===== src/rtl/pcw_mem_pkg.sv =====
// Purpose : shared types and constants for the SDRAM slot arbiter.
// Latency : n/a (types and constants only).
// Backpr. : n/a.
//
// Contents: state_t (arbiter FSM states), requester index constants,
//           requester index width for the default three-requester build.
package pcw_mem_pkg;

    typedef enum logic [1:0] {
        IDLE  = 2'd0,
        ISSUE = 2'd1,
        WAIT  = 2'd2,
        DONE  = 2'd3
    } state_t;

    localparam int REQ_CPU = 0;
    localparam int REQ_VID = 1;
    localparam int REQ_FDC = 2;

    localparam int NUM_REQ_DEF = 3;
    localparam int REQ_IDX_W   = $clog2(NUM_REQ_DEF);

endpackage


===== src/rtl/mem_slot_arbiter_rr_pick.sv =====
// Purpose : combinational winner select: urgent requesters first (lowest index),
//           otherwise round-robin starting just after last_grant.
// Latency : combinational, 0 clk.  Backpr.: none, pure function of its inputs.
//
// Ports: req/prio  per-requester request and urgent flags
//        last_grant index granted most recently (round-robin pointer)
//        valid      any request present;  grant  winning index (0 when !valid)
module rr_pick #(
    parameter int NUM_REQ = 3,
    parameter int IW      = 2
) (
    input  logic [NUM_REQ-1:0] req,
    input  logic [NUM_REQ-1:0] prio,
    input  logic [IW-1:0]      last_grant,
    output logic               valid,
    output logic [IW-1:0]      grant
);

    logic          found;
    logic [IW-1:0] idx;

    always_comb begin
        valid = |req;
        grant = '0;
        found = 1'b0;
        idx   = last_grant;

        // Urgent pass: lowest index among req & prio.
        for (int i = 0; i < NUM_REQ; i++) begin
            if (!found && req[i] && prio[i]) begin
                grant = IW'(i);
                found = 1'b1;
            end
        end

        // Round-robin pass. The wrap is explicit so NUM_REQ need not be a
        // power of two; >= also recovers from an out-of-range pointer.
        for (int k = 0; k < NUM_REQ; k++) begin
            idx = (idx >= IW'(NUM_REQ - 1)) ? '0 : idx + IW'(1);
            if (!found && req[idx]) begin
                grant = idx;
                found = 1'b1;
            end
        end
    end

endmodule


===== src/rtl/mem_slot_arbiter.sv =====
// Purpose : shares one SDRAM port between CPU, video and FDC DMA; one grant per slot strobe.
// Latency : strobe at T -> mem_req at T+1 -> mem_done at T+k -> ack/rdata at T+k+1.
// Backpr. : requesters hold req until ack; strobes arriving while busy are dropped (overrun if in WAIT).
//
// Ports: clk, reset (async, active-high); slot_stb slot start pulse;
//        req/prio/we/addr/wdata per-requester command (addr/wdata packed, requester i at [i*W +: W]);
//        ack one-hot completion pulse, rdata read data valid with ack;
//        mem_req/mem_we/mem_addr/mem_wdata command to SDRAM controller, mem_done/mem_rdata its reply;
//        overrun sticky flag: slot strobe seen while waiting on the controller.
module mem_slot_arbiter import pcw_mem_pkg::*; #(
    parameter int NUM_REQ = 3,
    parameter int AW      = 21,
    parameter int DW      = 8
) (
    input  logic                  clk,
    input  logic                  reset,
    input  logic                  slot_stb,
    input  logic [NUM_REQ-1:0]    req,
    input  logic [NUM_REQ-1:0]    prio,
    input  logic [NUM_REQ-1:0]    we,
    input  logic [NUM_REQ*AW-1:0] addr,
    input  logic [NUM_REQ*DW-1:0] wdata,
    output logic [NUM_REQ-1:0]    ack,
    output logic [DW-1:0]         rdata,
    output logic                  mem_req,
    output logic                  mem_we,
    output logic [AW-1:0]         mem_addr,
    output logic [DW-1:0]         mem_wdata,
    input  logic                  mem_done,
    input  logic [DW-1:0]         mem_rdata,
    output logic                  overrun
);

    localparam int IW = (NUM_REQ > 1) ? $clog2(NUM_REQ) : 1;

    state_t        state;
    state_t        state_nxt;
    logic [IW-1:0] last_grant;
    logic [IW-1:0] grant_q;
    logic [IW-1:0] pick_idx;
    logic          pick_vld;
    logic          start;

    rr_pick #(
        .NUM_REQ (NUM_REQ),
        .IW      (IW)
    ) u_pick (
        .req        (req),
        .prio       (prio),
        .last_grant (last_grant),
        .valid      (pick_vld),
        .grant      (pick_idx)
    );

    // A slot is only taken when idle; strobes in any other state are lost.
    assign start = (state == IDLE) && slot_stb && pick_vld;

    always_ff @(posedge clk or posedge reset) begin
        if (reset) begin
            state <= IDLE;
        end else begin
            state <= state_nxt;
        end
    end

    always_comb begin
        state_nxt = state;
        mem_req   = 1'b0;
        ack       = '0;
        case (state)
            IDLE: begin
                if (start) begin
                    state_nxt = ISSUE;
                end
            end
            ISSUE: begin
                // mem_done here is ignored: the controller cannot finish in the command cycle.
                mem_req   = 1'b1;
                state_nxt = WAIT;
            end
            WAIT: begin
                if (mem_done) begin
                    state_nxt = DONE;
                end
            end
            DONE: begin
                for (int i = 0; i < NUM_REQ; i++) begin
                    ack[i] = (grant_q == IW'(i));
                end
                state_nxt = IDLE;
            end
            default: begin
                state_nxt = IDLE;
            end
        endcase
    end

    // Command is latched from the winner when the slot is taken, so requester
    // inputs may change freely while the access is in flight.
    always_ff @(posedge clk or posedge reset) begin
        if (reset) begin
            grant_q    <= '0;
            last_grant <= IW'(NUM_REQ - 1);
            mem_we     <= 1'b0;
            mem_addr   <= '0;
            mem_wdata  <= '0;
            rdata      <= '0;
            overrun    <= 1'b0;
        end else begin
            if (start) begin
                grant_q   <= pick_idx;
                mem_we    <= we[pick_idx];
                mem_addr  <= addr[pick_idx*AW +: AW];
                mem_wdata <= wdata[pick_idx*DW +: DW];
            end
            if ((state == WAIT) && mem_done) begin
                rdata <= mem_rdata;
            end
            if (state == DONE) begin
                // Pointer only moves once the access has really completed.
                last_grant <= grant_q;
                mem_we     <= 1'b0;
            end
            if ((state == WAIT) && slot_stb) begin
                overrun <= 1'b1;
            end
        end
    end

endmodule

===== config.mk =====
export PLATFORM = sky130hd
export DESIGN_NAME = mem_slot_arbiter
export DESIGN_NICKNAME = d
export VERILOG_FILES = /design/src/rtl/pcw_mem_pkg.sv /design/src/rtl/mem_slot_arbiter_rr_pick.sv /design/src/rtl/mem_slot_arbiter.sv
export SDC_FILE = /design/constraint.sdc
export NUM_CORES = 1
export LEC_CHECK = 0
export ABC_CLOCK_PERIOD_IN_PS = 1700
export BUFFER_PORTS_ARGS = -buffer_cell sky130_fd_sc_hd__buf_4
export CAP_MARGIN = 20
export CORE_ASPECT_RATIO = 0.75
export CORE_UTILIZATION = 39
export DETAILED_ROUTE_END_ITERATION = 8
export GPL_TIMING_DRIVEN = 0
export HOLD_SLACK_MARGIN = 0.06
export PLACE_DENSITY = 0.76
export SLEW_MARGIN = 0
export SYNTH_ARGS = -nofsm -noshare
export SYNTH_HDL_FRONTEND = slang
export SYNTH_HIERARCHICAL = 1
export SYNTH_SLANG_ARGS = --single-unit
export TNS_END_PERCENT = 20

===== constraint.sdc =====
create_clock -name clk -period 1.7 [get_ports clk]
set_input_delay 0.34 -clock clk [delete_from_list [all_inputs] [get_ports clk]]
set_output_delay 0.34 -clock clk [all_outputs]
set_load 0.01 [all_outputs]

==> impl_metrics.toml <==
[synth]
synth_area_per_cell_um2 = 9.85
synth_top_family_by_area = "simple AND/OR/NAND/NOR gates"
ys_seq_area_share_pct = 44.7
synth_compound_area_share_pct = 10.6
synthSimpleGateAreaFrac_pct = 19.4
synth-xor-area-share_pct = 0
muxShareOfSynthArea_pct = 17.3
syn_area_mm2 = 0.00252
synthAdderAreaFrac_pct = 1.98
yosysWarnings = 6
yosys_register_bits = 45
ys_types = 33
syn-instance-count = 256
synthesis.nets = 368

[clock_network]
cts_inserted_buffers = 5
htree_levels = 2
path_clk_slew_ns = 0.09
clock-sinks = 45
clock_path_buffers = 2
cts_root_buffer = "clkbuf_8"
cts_tree = "built"
clk_latency_ns = 0.30

[power_and_ir_drop]
power_frac_seq_pct = 35.0
switching_share_pct = 35.0
p_int_mw = 3.55
ir_drop_mv = 0.548
power_mw = 5.46
p_comb_share_pct = 50.0
clockPowerShare_pct = 15.0
power_density_mw_per_mm2 = 1370
p_leak_nw = 1.88
switchingPower_mw = 1.91

[cells_and_area]
multi_input_area_mm2 = 0.00129
drive_gt1_share_pct = 49.2
regArea_mm2 = 0.00113
area_growth_syn_to_layout_pct = 58.3
fillCellCount = 524
post-route-util_pct = 66.2
nets = 530
final_cells = 497
antenna_cells = 0
mostFrequentLayoutCell = "buf_4"
layout_common_cells = "156 x buf_4, 43 x dfrtp_1, 36 x nand2_1, 31 x nor2_1, 29 x a31oi_1"
design_area_mm2 = 0.00399

[worst_hold_path]
hold_end = "overrun"
min_path_type = "in2reg"
whs_path_depth = 2
hp-start = "slot_stb"

[setup_path]
cp_max_fo = 6
worstPathCellList = "nand2_1 > a21oi_2 > o22ai_2 > buf_6 > buf_12 > mux2i_2 > or2_1 > a31oi_1"
crit_type = "reg2reg"
slowest_delay_ns = 0.55
cp.arrival_ns = 2.08
start_kind = "flip-flop"
r2r-start = "last_grant[1]"
rr_endpoint = "mem_addr[1]"
cp.required_ns = 1.91
worst_path_max_delay_cell = "dfstp_2"
end_kind = "flip-flop"
r2r_slack_ns = -0.16
rr_worst_depth = 8

[placement]
dp_hpwl_um = 5310
place_ws_ns = -0.397
gp_congestion = 0.749
dp_cells = 485
placed_area_mm2 = 0.00377
io_buffers = 150

[timing]
fin_crit_sh_pct = 110
fin_ws_ns = -0.163
rsz0062_at_grt = "true"
max_freq_ghz = 0.537
relSlewSlack_pct = 76.3
hold-worst-slack_ns = 0.257
setup_viol = 30
hold_viol_final = 0
tightest_slew_ns = 0.355
fin_skew_ns = 0.0112
min_period_ns = 1.86
final_max_slew_viol_count = 0
setup_tns_ns = -2.18

[drt]
drc = 0
drt-wirelength-per-cell_um = 14.1
dr.pass1.iters = 4
avgViaCountPerCell = 4.91
drt_wl_total_um = 7030
ant_nets = 0
drt-initial-drc-count = 64
vias = 2439

[floorplan]
ios = 151
rows = 24
core_area_mm2 = 0.00604
die_h_um = 71.6
fp.dieW_um = 94.9
die_area_mm2 = 0.00680
initial_core_util_pct = 41.8

[global_routing]
grt.total_usage_pct = 20.6
antenna_found_initial = 0
grt_pass1_wl_um = 10700
first_global_vias = 2328
overflow = 0
grt_max_degree = 35

[flow_run]
drv_cap = 0

[run_status]
violations = "negative setup slack"
outcome = "finished, violations left"
[cell families after synthesis]
family,Yosys count
AO/OA/AOI/OAI,40
adder cells (fa/ha/maj),4
buffers and inverters,21
flip-flops,45
multiplexers,42
AND/OR/NAND/NOR,104
[Yosys cell counts]
cell type   n  area share [%]
nand2_1    36             5.4
inv_1       4            0.60
clkbuf_1    3            0.45
a31oi_1    29             7.2
mux2i_1    30              12
buf_4       2            0.60
nand2b_1    1            0.25
mux2_2     12             5.4
a2bb2oi_1   1            0.35
and3_1      1            0.25
and3b_1     1            0.35
a211oi_2    1            0.50
a21o_1      1            0.30
dfstp_2     1             1.0
dfrtp_1    44              44
nor2_1     31             4.6
or2_2       1            0.25
buf_2       8             1.6
buf_12      3             2.4
o2111a_1    1            0.45
o21ai_0     1            0.20
nor2b_1     2            0.50
or2_0      28             6.9
or3_1       1            0.25
ha_1        4             2.0
o211ai_1    1            0.30
a21boi_0    1            0.30
o22a_1      1            0.35
nor3b_1     1            0.30
buf_6       1            0.45
or4b_1      1            0.40
a21oi_1     2            0.40
o22ai_1     1            0.25
[power by group through the flow]
stage	Clock, mW	Combinational [mW]	Sequential, mW
final	0.818	2.73	1.91
after global routing	0.878	2.98	1.99
after CTS	0.847	2.70	1.91
after detailed placement	0	2.66	1.91
after global placement	0	2.59	1.89
after floorplan	0	1.21	2.10
[flip-flops by register name, indices dropped and copies added, names as in the netlist]
register / count
mem_wdata: 8
mem_addr: 21
state: 2
rdata: 8
last_grant: 2
overrun: 1
mem_we: 1
grant_q: 2
[worst max path at each step]
stage                  start  depth (start not counted)           to
4_1_cts        last_grant[1]                          8  mem_addr[1]
5_1_grt        last_grant[1]                          8  mem_addr[1]
2_1_floorplan         req[2]                          7       mem_we
6_report       last_grant[1]                          8  mem_addr[1]
3_5_place_dp          req[2]                          8  mem_addr[1]
3_3_place_gp          req[2]                          8       mem_we
[repair_timing]
item / in CTS / in global routing
endpoints found under the setup margin: 34 / 32
pin swaps: 1 / 13
hold buffers: 1 / 0
buffers inserted: 1 / 1
hold endpoints to repair: 11 / 0
resized for setup: 9 / 13
cloned: 0 / 1
[layer usage]
layer | share of wire [%] | track usage, %
met3 | 8.2 | 5.20
met4 | 1.2 | 5.72
met1 | 43 | 25.6
met5 | 0 | 0
met2 | 48 | 35.4
[final cells by class]
type,instances,area share [%]
sequential,45,28.3
clock inverter,3,1.16
multi-input combinational,190,32.4
tap,78,2.44
clock buffer,5,1.72
inverter,4,0.376
buffer,17,3.67
timing repair buffer,155,29.9
[critical path, delay by kind of cell (launching register included)]
kind / cells / cell delay [ns]
flip-flops: 1 / 0.55
buffers and inverters: 2 / 0.30
AND/OR/NAND/NOR: 2 / 0.33
multiplexers: 1 / 0.15
AO/OA/AOI/OAI: 3 / 0.45
Note: power is estimated with default switching activity, not from simulation.
